[config.mk]
export PLATFORM = sky130hd
export DESIGN_NAME = sid_voice_scheduler_flat
export DESIGN_NICKNAME = d
export VERILOG_FILES = /design/src/rtl/sid_voice_scheduler_if.sv /design/src/rtl/sid_voice_scheduler.sv /design/src/flat_wrapper.sv
export SDC_FILE = /design/constraint.sdc
export NUM_CORES = 1
export LEC_CHECK = 0
export CAP_MARGIN = 30
export CORE_MARGIN = 3
export CORE_UTILIZATION = 52
export DETAILED_ROUTE_END_ITERATION = 8
export PLACE_DENSITY = 0.73
export SETUP_SLACK_MARGIN = 0.4
export SYNTH_ARGS = -nofsm -noshare
export SYNTH_HDL_FRONTEND = slang
export SYNTH_SLANG_ARGS = --single-unit
[constraint.sdc]
create_clock -name clk -period 2.39 [get_ports clk]
set_input_delay 0.3585 -clock clk [delete_from_list [all_inputs] [get_ports clk]]
set_output_delay 0.3585 -clock clk [all_outputs]
set_load 0.03 [all_outputs]
[src/rtl/sid_voice_scheduler_if.sv]
// Register-write bus into the SID voice scheduler.
//   wr_valid : host has a write this cycle
//   wr_ready : scheduler accepts the write this cycle
//   wr_addr  : {voice[4:3], reg[2:0]}
//   wr_data  : byte to write
interface sid_voice_scheduler_if;
  logic       wr_valid;
  logic       wr_ready;
  logic [4:0] wr_addr;
  logic [7:0] wr_data;

  modport master (output wr_valid, wr_addr, wr_data, input wr_ready);
  modport slave  (input wr_valid, wr_addr, wr_data, output wr_ready);
endinterface

[src/rtl/sid_voice_scheduler.sv]
// SID voice scheduler: holds VOICES config banks, and on each sample_tick it
// time-multiplexes the shared voice datapath over the banks (one slot per
// voice). It then sums the returned samples into mix_out.
//   clk, rst_n        : clock, async active-low reset
//   wr (slave)        : register write bus, ready only outside service slots
//   sample_tick       : request one output sample
//   frequency..wave   : config of the voice being serviced (held between slots)
//   voice_sel/strobe  : serviced voice index / high in every slot cycle
//   voice_in          : scaled sample returned for the serviced voice
//   mix_out/mix_valid : summed sample, one-cycle valid pulse
//   overrun           : sticky, a tick was dropped
module sid_voice_scheduler #(
  parameter int VOICES = 3
) (
  input  logic                 clk,
  input  logic                 rst_n,
  sid_voice_scheduler_if.slave wr,
  input  logic                 sample_tick,
  output logic [15:0]          frequency,
  output logic [7:0]           duration,
  output logic [7:0]           attack,
  output logic [7:0]           sustain,
  output logic [7:0]           waveform,
  output logic [1:0]           voice_sel,
  output logic                 voice_strobe,
  input  logic [7:0]           voice_in,
  output logic [9:0]           mix_out,
  output logic                 mix_valid,
  output logic                 overrun
);
  typedef enum logic [1:0] {IDLE, SLOT, MIX} state_e;

  localparam logic [2:0] NUM_V     = 3'(VOICES);
  localparam logic [1:0] LAST_SLOT = 2'(VOICES - 1);

  state_e state_q, state_d;
  logic [1:0] slot_q, slot_d;
  logic pend_q, pend_d, ovr_q, ovr_d;
  logic [9:0] acc_q, acc_d, mix_out_q, mix_out_d;
  logic mix_valid_q, mix_valid_d, wr_ready_q, wr_ready_d;
  logic voice_strobe_q, voice_strobe_d;
  logic [1:0] voice_sel_q, voice_sel_d;
  logic [15:0] frequency_q, frequency_d;
  logic [7:0] duration_q, duration_d, attack_q, attack_d;
  logic [7:0] sustain_q, sustain_d, waveform_q, waveform_d;

  logic [VOICES-1:0][15:0] freq_q, freq_d;
  logic [VOICES-1:0][7:0]  stage_q, stage_d, dur_q, dur_d, wave_q, wave_d;
  logic [VOICES-1:0][7:0]  att_q, att_d, sus_q, sus_d;

  logic [1:0] wr_voice;
  logic       wr_fire;
  logic       idle_start;

  always_comb begin
    freq_d = freq_q;  stage_d = stage_q; dur_d = dur_q;
    wave_d = wave_q;  att_d   = att_q;   sus_d = sus_q;
    state_d = state_q; slot_d = slot_q; pend_d = pend_q; ovr_d = ovr_q;
    acc_d = acc_q; mix_out_d = mix_out_q; mix_valid_d = 1'b0;
    voice_strobe_d = 1'b0; voice_sel_d = voice_sel_q;
    frequency_d = frequency_q; duration_d = duration_q; attack_d = attack_q;
    sustain_d = sustain_q; waveform_d = waveform_q;
    idle_start = 1'b0;

    // Writes to absent voices or reserved regs handshake but change nothing.
    wr_voice = wr.wr_addr[4:3];
    wr_fire  = wr.wr_valid && wr_ready_q && ({1'b0, wr_voice} < NUM_V);
    if (wr_fire) begin
      case (wr.wr_addr[2:0])
        3'd0: stage_d[wr_voice] = wr.wr_data;
        // Frequency commits as a whole word so a half-updated value is never seen.
        3'd1: freq_d[wr_voice]  = {wr.wr_data, stage_q[wr_voice]};
        3'd2: dur_d[wr_voice]   = wr.wr_data;
        3'd3: wave_d[wr_voice]  = wr.wr_data;
        3'd4: att_d[wr_voice]   = wr.wr_data;
        3'd5: sus_d[wr_voice]   = wr.wr_data;
        default: ;
      endcase
    end

    case (state_q)
      IDLE: begin
        if (sample_tick || pend_q) begin
          idle_start = 1'b1;
          state_d = SLOT;
          slot_d  = 2'd0;
          acc_d   = 10'd0;
          // Consuming a pending tick while a fresh one arrives re-arms pending.
          pend_d  = pend_q && sample_tick;
        end
      end
      SLOT: begin
        acc_d = acc_q + {2'b00, voice_in};
        if (slot_q == LAST_SLOT) state_d = MIX;
        else                     slot_d  = slot_q + 2'd1;
      end
      MIX: begin
        mix_out_d   = acc_q;
        mix_valid_d = 1'b1;
        state_d     = IDLE;
      end
      default: state_d = IDLE;
    endcase

    if (!idle_start && state_q != IDLE && sample_tick) begin
      if (pend_q) ovr_d  = 1'b1;
      else        pend_d = 1'b1;
    end

    // Outputs are registered from the next state; bank values come from the
    // _d side so a write coinciding with the starting tick is presented.
    if (state_d == SLOT) begin
      voice_strobe_d = 1'b1;
      voice_sel_d    = slot_d;
      frequency_d    = freq_d[slot_d];
      duration_d     = dur_d[slot_d];
      waveform_d     = wave_d[slot_d];
      attack_d       = att_d[slot_d];
      sustain_d      = sus_d[slot_d];
    end
    wr_ready_d = (state_d != SLOT);
  end

  always_ff @(posedge clk or negedge rst_n) begin
    if (!rst_n) begin
      state_q <= IDLE; slot_q <= '0; pend_q <= 1'b0; ovr_q <= 1'b0;
      acc_q <= '0; mix_out_q <= '0; mix_valid_q <= 1'b0; wr_ready_q <= 1'b1;
      voice_strobe_q <= 1'b0; voice_sel_q <= '0;
      frequency_q <= '0; duration_q <= '0; attack_q <= '0;
      sustain_q <= '0; waveform_q <= '0;
      freq_q <= '0; stage_q <= '0; dur_q <= '0;
      wave_q <= '0; att_q <= '0; sus_q <= '0;
    end else begin
      state_q <= state_d; slot_q <= slot_d; pend_q <= pend_d; ovr_q <= ovr_d;
      acc_q <= acc_d; mix_out_q <= mix_out_d; mix_valid_q <= mix_valid_d;
      wr_ready_q <= wr_ready_d;
      voice_strobe_q <= voice_strobe_d; voice_sel_q <= voice_sel_d;
      frequency_q <= frequency_d; duration_q <= duration_d; attack_q <= attack_d;
      sustain_q <= sustain_d; waveform_q <= waveform_d;
      freq_q <= freq_d; stage_q <= stage_d; dur_q <= dur_d;
      wave_q <= wave_d; att_q <= att_d; sus_q <= sus_d;
    end
  end

  assign wr.wr_ready   = wr_ready_q;
  assign frequency     = frequency_q;
  assign duration      = duration_q;
  assign attack        = attack_q;
  assign sustain       = sustain_q;
  assign waveform      = waveform_q;
  assign voice_sel     = voice_sel_q;
  assign voice_strobe  = voice_strobe_q;
  assign mix_out       = mix_out_q;
  assign mix_valid     = mix_valid_q;
  assign overrun       = ovr_q;
endmodule

[src/flat_wrapper.sv]
// flat-port wrapper written by rule: the top's interface ports become plain ports
module sid_voice_scheduler_flat 
#(
  parameter int VOICES = 3
)
  (clk, rst_n, sample_tick, frequency, duration, attack, sustain, waveform, voice_sel, voice_strobe, voice_in, mix_out, mix_valid, overrun, wr_wr_valid, wr_wr_addr, wr_wr_data, wr_wr_ready);
  sid_voice_scheduler_if wr_i ();
  input  logic clk;
  input  logic rst_n;
  input  logic sample_tick;
  output logic [15:0] frequency;
  output logic [7:0] duration;
  output logic [7:0] attack;
  output logic [7:0] sustain;
  output logic [7:0] waveform;
  output logic [1:0] voice_sel;
  output logic voice_strobe;
  input  logic [7:0] voice_in;
  output logic [9:0] mix_out;
  output logic mix_valid;
  output logic overrun;
  input wire logic [$bits(wr_i.wr_valid)-1:0] wr_wr_valid;
  input wire logic [$bits(wr_i.wr_addr)-1:0] wr_wr_addr;
  input wire logic [$bits(wr_i.wr_data)-1:0] wr_wr_data;
  output wire logic [$bits(wr_i.wr_ready)-1:0] wr_wr_ready;
  assign wr_i.wr_valid = wr_wr_valid;
  assign wr_i.wr_addr = wr_wr_addr;
  assign wr_i.wr_data = wr_wr_data;
  assign wr_wr_ready = wr_i.wr_ready;
  sid_voice_scheduler #(.VOICES(VOICES)) u_core (.clk(clk), .rst_n(rst_n), .wr(wr_i), .sample_tick(sample_tick), .frequency(frequency), .duration(duration), .attack(attack), .sustain(sustain), .waveform(waveform), .voice_sel(voice_sel), .voice_strobe(voice_strobe), .voice_in(voice_in), .mix_out(mix_out), .mix_valid(mix_valid), .overrun(overrun));
endmodule
==> results by group <==
Run status
  – Status: finished, final reports clean

Floorplanning
  – Core Region: approximately 20000 sq um
  – Die footprint: between 20000 and 25000 sq um
  – Die Wd: approximately 150 microns
  – Total I/O pin count: 89
  – Initial Util: a little over half
  – Die Ht: between 150 and 200 microns
  – Row count: between 50 and 60

Drt
  – Avg WL per Cell: about 21 microns
  – DR vias: about 8000
  – Final ANT Viol Nets: 0
  – Violation count after the first detailed-route iteration: 622
  – DRT Pass-1 Iters: 5
  – Drt total wl: roughly 28000 microns
  – DR DRC count: 0
  – Via density per instance: between 5 and 6

Yosys
  – Synth top area share: a little under three fifths
  – Main combinational cell family by area after synthesis: multiplexers
  – Cells taking the most area after synthesis: dfrtp_1 (57%), mux2_2 (16%), nand2_1 (3.2%)
  – Post-synthesis compound-gate area fraction: ~11%
  – Largest area contributor in the netlist: dfrtp_1
  – Yosys warnings: 0
  – Number of synthesized flops with an enable pin: 0
  – Yosys cell types: 50
  – Cell Area, Synth: 10900 sq um
  – Synthesized area per cell: between 10 and 15 sq um
  – Register area share after synthesis: between 50 and 60%
  – Gate Count Post-Synth: between 800 and 900
  – Top_reg_cell synth: dfrtp_1
  – Post-Synth XOR/XNOR Area: less than 1%
  – Most frequent cell after synthesis: dfrtp_1
  – Top cells by count, synth: dfrtp_1 (246), mux2_2 (155), nand2_1 (93)
  – Synth Area in Adders: under 10%
  – FFs w/ async S/R, synth: 100%
  – Seq cells post-synth: roughly 250
  – Mux cell area share after synthesis: between 10% and 20%
  – Mapped Nets: roughly 910
  – Synth Area in Simple Gates: 7.71%

Power and ir drop
  – Combinational Power Share: approximately 43%
  – Clock power share: 23.7%
  – Pint: 11.3 mW
  – Pleak: 6.82 nW
  – Switching fraction of total power: between 30% and 40%
  – Maximum VDD drop: between 0.9 and 1 mV
  – PwrDens: 1240 nW/um^2
  – Seq pwr share: between 30% and 40%
  – Psw: between 6 and 7 mW

Clock network
  – Clk root buf: clkbuf_16
  – CTS Buf Count: 26
  – H-tree depth: 1
  – Worst-Skew Late Latency: between 500 and 600 ps
  – Clock sink count: about 250
  – CTS tree: yes
  – Worst-path clk slew: 60 ps
  – Clock Path Buffers: 3

Critical path
  – CP Cell Sequence: nand3_4, or4_4, mux2_4, a32o_1, a221o_1
  – CP arrival: between 2000 and 3000 ps
  – FF-to-FF Start: u_core.wr.wr_ready$_DFF_PN1_
  – Crit path largest cell delay: about 560 ps
  – CP delay by family, top: simple AND/OR/NAND/NOR gates
  – Crit-path max FO: 8
  – Slowest stage cell, crit path: or4_4
  – Nature of the critical path startpoint: register
  – Worst Path Buf+Inv: 0
  – Crit path capture: u_core.attack[7]$_DFFE_PN0P_
  – Critical Path Sink Type: register
  – Critical Path RT: ~2800 ps
  – Critical setup path kind: reg2reg
  – Setup slack, reg-to-reg: about 230 ps
  – Setup crit start: u_core.wr.wr_ready$_DFF_PN1_
  – Reg2reg end: u_core.attack[7]$_DFFE_PN0P_
  – R2R cell count: 5
  – Critical path depth: 5

STA
  – RSZ-0062 raised after global routing: true
  – Setup TNS: 0 ps
  – Maximum clock rate: roughly 0.46 GHz
  – Fin crit period: ~2200 ps
  – Relative slew slack: a little under three fifths
  – Final slew viol count: 0
  – Endpoints failing setup: 0
  – Slew @ Worst Pin: 658 ps
  – Final Hold Vio Count: 0
  – Max Clock Skew: around 11 ps
  – Fin crit share: around nine tenths
  – Worst hold margin: 423 ps

Finish
  – Area grow syn2layout: 31.7%
  – Final #Nets: between 1000 and 1500
  – Final core utilization: 70.2%
  – Layout cells sized above 1: between 30% and 40%

GRT
  – Vias in the first global route: 7899
  – Initial antenna violation count: 1
  – Tot GR Track Use: roughly a quarter
  – GRT overflow: 0
  – First-pass GRT wire length: between 40000 and 50000 microns
  – Largest net degree at the start of global routing: 84

Placed design
  – Post-DP HPWL: roughly 18000 microns
  – Placer Congestion: a little under 0.9
  – I/O Buffers: 88

Flow run
  – Maxcap violations: 0

Min path
  – Hold WC Path Type: in2async
## layout make-up
class | instances | area, sq um
diodes | 1 | 2.50
clock buffers | 42 | 842
clock inverters | 4 | 70.1
fillers | 1416 | 6090
inverters | 26 | 97.6
multi-input cells | 545 | 4780
flip-flops and latches | 247 | 6180
well taps | 270 | 338
repair buffers | 203 | 2020
## worst min path at each step
| stage | slack [ps] | cells after the start | to |
|---|---|---|---|
| floorplan | 60 | 0 | u_core.acc_q[0]$_DFFE_PN0P_ |
| global placement | 400 | 1 | u_core.mix_out[5]$_DFFE_PN0P_ |
| detailed placement | 400 | 1 | u_core.mix_out[5]$_DFFE_PN0P_ |
| CTS | 450 | 2 | u_core.mix_out[3]$_DFFE_PN0P_ |
| global route | 470 | 2 | u_core.mix_valid$_DFF_PN0_ |
| finish | 420 | 2 | u_core.mix_valid$_DFF_PN0_ |
## layout by cell type, fill, tap and decap left out, types with 5 or more instances in the layout
cell type,Yosys,routed
o21ai_0,31,16
o211ai_1,10,10
o31ai_2,0,5
dlymetal6s2s_1,0,8
mux2i_1,28,23
a21oi_2,0,5
nor2_2,0,6
mux2_4,8,34
clkbuf_16,0,28
a221o_1,8,8
o31ai_1,16,10
nand2_1,93,89
nand3_1,16,13
nand2b_1,9,9
buf_4,0,88
dfrtp_1,246,244
and2_1,5,5
o21ai_1,1,16
inv_1,26,22
buf_6,2,9
a32oi_1,16,13
a21oi_1,21,15
clkdlybuf4s50_1,0,77
ha_1,10,6
mux2_2,155,130
a32o_1,9,9
buf_12,0,15
o221ai_1,32,29
nor2_1,28,19
clkbuf_8,0,11
## flip-flops by register name, summed over array words and instances, names as in the netlist, 2 cells and up
register and cells:
u_core.acc_q 10, u_core.att_q 24, u_core.attack 8, u_core.dur_q 24, u_core.duration 8, u_core.freq_q 48, u_core.frequency 16, u_core.mix_out 10
u_core.slot_q 2, u_core.stage_q 24, u_core.state_q 2, u_core.sus_q 24, u_core.sustain 8, u_core.voice_sel 2, u_core.wave_q 24, u_core.waveform 8
## cell families (layout without fill, tap and decap cells)
logic type / Yosys count / count (layout)
adder cells (fa/ha/maj): 11 / 11
XOR/XNOR: 3 / 3
other: 0 / 1
buffers and inverters: 87 / 275
AO/OA/AOI/OAI: 159 / 159
flip-flops: 247 / 247
multiplexers: 191 / 192
AND/OR/NAND/NOR: 180 / 180
## timing repair
item,4_1_cts,5_1_grt
resized for setup,41,61
buffers inserted,7,11
hold buffers,1,0
endpoints found under the hold margin,75,0
cloned,2,1
setup endpoints to repair,50,91
pin swaps,10,29
## routing by layer
metal	up-vias	part of all wire (%)	track usage (%)
li1	3526	-	-
met1	4068	46	36.6
met2	229	47	38.5
met3	48	5.2	3.37
met4	0	2.4	5.67
met5	-	0	0
## per-stage QoR
step | instance area, sq um | instances | setup WS, ps | total power, mW
4_1_cts | 14000 | 1325 | 238 | 17.1
3_5_place_dp | 12900 | 1269 | -166 | 12.5
3_3_place_gp | 12900 | 1269 | -158 | 12.4
5_1_grt | 14300 | 1338 | 203 | 18.6
2_1_floorplan | 11000 | 878 | 160 | 9.85
6_report | 14300 | 1338 | 234 | 17.7
## power by group through the flow
stage	Clock, mW	Sequential (mW)	Combinational (mW)
final	4.19	5.88	7.65
after global routing	4.44	5.98	8.17
after CTS	4.25	5.83	6.97
after detailed placement	0	5.90	6.65
after global placement	0	5.87	6.54
after floorplan	0	6.47	3.38
Power figures use the tool's default switching activity.
==> variant: new RTL, same settings <==
`VOICES` is set to 3 in 2 places; all go to 2.
--- a/src/rtl/sid_voice_scheduler.sv
+++ b/src/rtl/sid_voice_scheduler.sv
@@ -10,7 +10,7 @@
 //   mix_out/mix_valid : summed sample, one-cycle valid pulse
 //   overrun           : sticky, a tick was dropped
 module sid_voice_scheduler #(
-  parameter int VOICES = 3
+  parameter int VOICES = 2
 ) (
   input  logic                 clk,
   input  logic                 rst_n,
--- a/src/flat_wrapper.sv
+++ b/src/flat_wrapper.sv
@@ -1,7 +1,7 @@
 // flat-port wrapper written by rule: the top's interface ports become plain ports
 module sid_voice_scheduler_flat 
 #(
-  parameter int VOICES = 3
+  parameter int VOICES = 2
 )
   (clk, rst_n, sample_tick, frequency, duration, attack, sustain, waveform, voice_sel, voice_strobe, voice_in, mix_out, mix_valid, overrun, wr_wr_valid, wr_wr_addr, wr_wr_data, wr_wr_ready);
   sid_voice_scheduler_if wr_i ();
Behaviour: not the same (a bounded check fails within 4 cycles, from zero or initial values and one cycle with rst_n low).
==> variant against the original RTL <==
  * Setup slack improved by 0.11 ns
  * Count of clock-buffer cells in the layout down 15
  * Hold slack worse by 0.10 ns
  * Total power fell by 30%
  * Critical path depth rose by 4
  * Design area shrank 30%
  * Sequential cell count down 56
  * Area after synthesis is 25% lower
  * Fmax is 5.6% higher
  * Routed wire length fell by 34%
==> variant: results (changes against the original RTL) <==
[route]
via_per_inst = 5.46  ; -7.2%
firstDrtPassIters = 4  ; -1
wl_um = 18700  ; -34%
drt_iter0_drc = 351  ; -44%

[final_layout]
nets = 800  ; -26%
antenna_cells = 0  ; -1
drive_gt1_share_pct = 23.4  ; -13 points
design_area_mm2 = 0.0101  ; -30%
fillCellCount = 1145  ; -19%

[clock_tree]
cts_made_buffers = 17  ; -35%
cts_max_level = 4  ; +3
clock_latency_ns = 0.43  ; -0.09 ns
ctsLongestPathBuffers = 2  ; -1

[global_route]
grt_pass1_vias = 5845  ; -26%
grt_pass1_wl_um = 30600  ; -30%

[yosys]
ys_seq_area_share_pct = 58.5  ; +1.7 points
synth_commonest_cells = dfrtp_1 (190), mux2_2 (69), nand2_1 (60), inv_1 (55), nand3_1 (52)
synth.area.top_cells = dfrtp_1 (58%), mux2_2 (9.5%), mux2i_1 (5.9%), nand3_1 (3.2%), o211ai_2 (3.1%)
syn_nets = 694  ; -24%
synth.area.mux_share_pct = 16.3  ; -3.4 points
synth-xor-area-share_pct = 0.429  ; +0.19 points

[sta]
slew_headroom_pct = 62.9  ; +6.8 points

[critical_path]
cp.arrival_ns = 2.40  ; -0.16 ns
path_max_fanout = 3  ; -5

[placement]
routabilityCongestion = 0.852  ; -2.5%
placed_area_mm2 = 0.00943  ; -27%
dp_slack_ns = -0.115  ; +0.0507 ns

[hold_path]
hold_path_class = primary input to flip-flop

[power_and_ir_drop]
ir_drop_uv = 673  ; -27%

[outcome]
status = complete, no violations

## variant: cell families (layout without fill, tap and decap cells)
logic type | Yosys count | count (layout)
flip-flops | 191 | 191
AO/OA/AOI/OAI | 78 | 78
adder cells (fa/ha/maj) | 9 | 9
AND/OR/NAND/NOR | 163 | 163
XOR/XNOR | 4 | 4
multiplexers | 122 | 122
buffers and inverters | 93 | 212
## variant: repair_timing
action | 4_1_cts | 5_1_grt
endpoints found under the setup margin | 2 | 45
setup buffers | 0 | 4
hold buffers | 1 | 0
pin swaps | 0 | 8
hold endpoints to repair | 51 | 0
gates resized for setup | 2 | 14
## variant: critical path, stage by stage, from the launching register on
cell and delay (ns):
dfrtp_1 0.36, ha_2 0.20, inv_2 0.04, fa_2 0.37
nor2b_4 0.16, o31ai_4 0.10, buf_4 0.15, o2bb2ai_2 0.11
or3_1 0.37, a21oi_2 0.12
## variant: final timing paths
check	slack [ns]	startpoint	cells after the start	endpoint
max	0.35	u_core.acc_q[0]$_DFFE_PN0P_	9	u_core.acc_q[8]$_DFFE_PN0P_
min	0.32	voice_in[0]	3	u_core.acc_q[0]$_DFFE_PN0P_
max reg2reg	0.35	u_core.acc_q[0]$_DFFE_PN0P_	9	u_core.acc_q[8]$_DFFE_PN0P_
min reg2reg	0.48	u_core.freq_q[8]$_DFF_PN0_	2	u_core.freq_q[8]$_DFF_PN0_
max in group asynchronous	1.21	rst_n	3	u_core.dur_q[10]$_DFF_PN0_
min in group asynchronous	0.47	rst_n	2	u_core.freq_q[31]$_DFF_PN0_
## variant: layer usage
metal	part of all wire (%)	vias to the layer above	track usage (%)
li1	-	2489	-
met1	43	2789	28.4
met2	52	107	38.7
met3	3.4	20	4.71
met4	1.2	0	6.53
met5	0	-	0
## variant: area by class of cell
class                      count  area share [%]
tap                          211            2.62
inverter                      56            2.13
clock inverter                 5           0.521
clock buffer                  27            5.08
multi-input combinational    376            30.1
timing repair buffer         124            12.1
sequential                   191            47.4
## variant: through the flow
step,total power [W],instances
CTS,0.0123,986
global placement,0.00943,953
finish,0.0124,990
floorplan,0.00776,660
detailed placement,0.00959,953
global route,0.0131,990
## variant: report_power, final
group          switching [W]  leakage, nW  internal (W)  total (W)
logic                0.00310         2.29       0.00203    0.00513
clock network        0.00115        0.277       0.00157    0.00272
registers           0.000446         2.55       0.00411    0.00455
total                0.00470         5.12       0.00771     0.0124
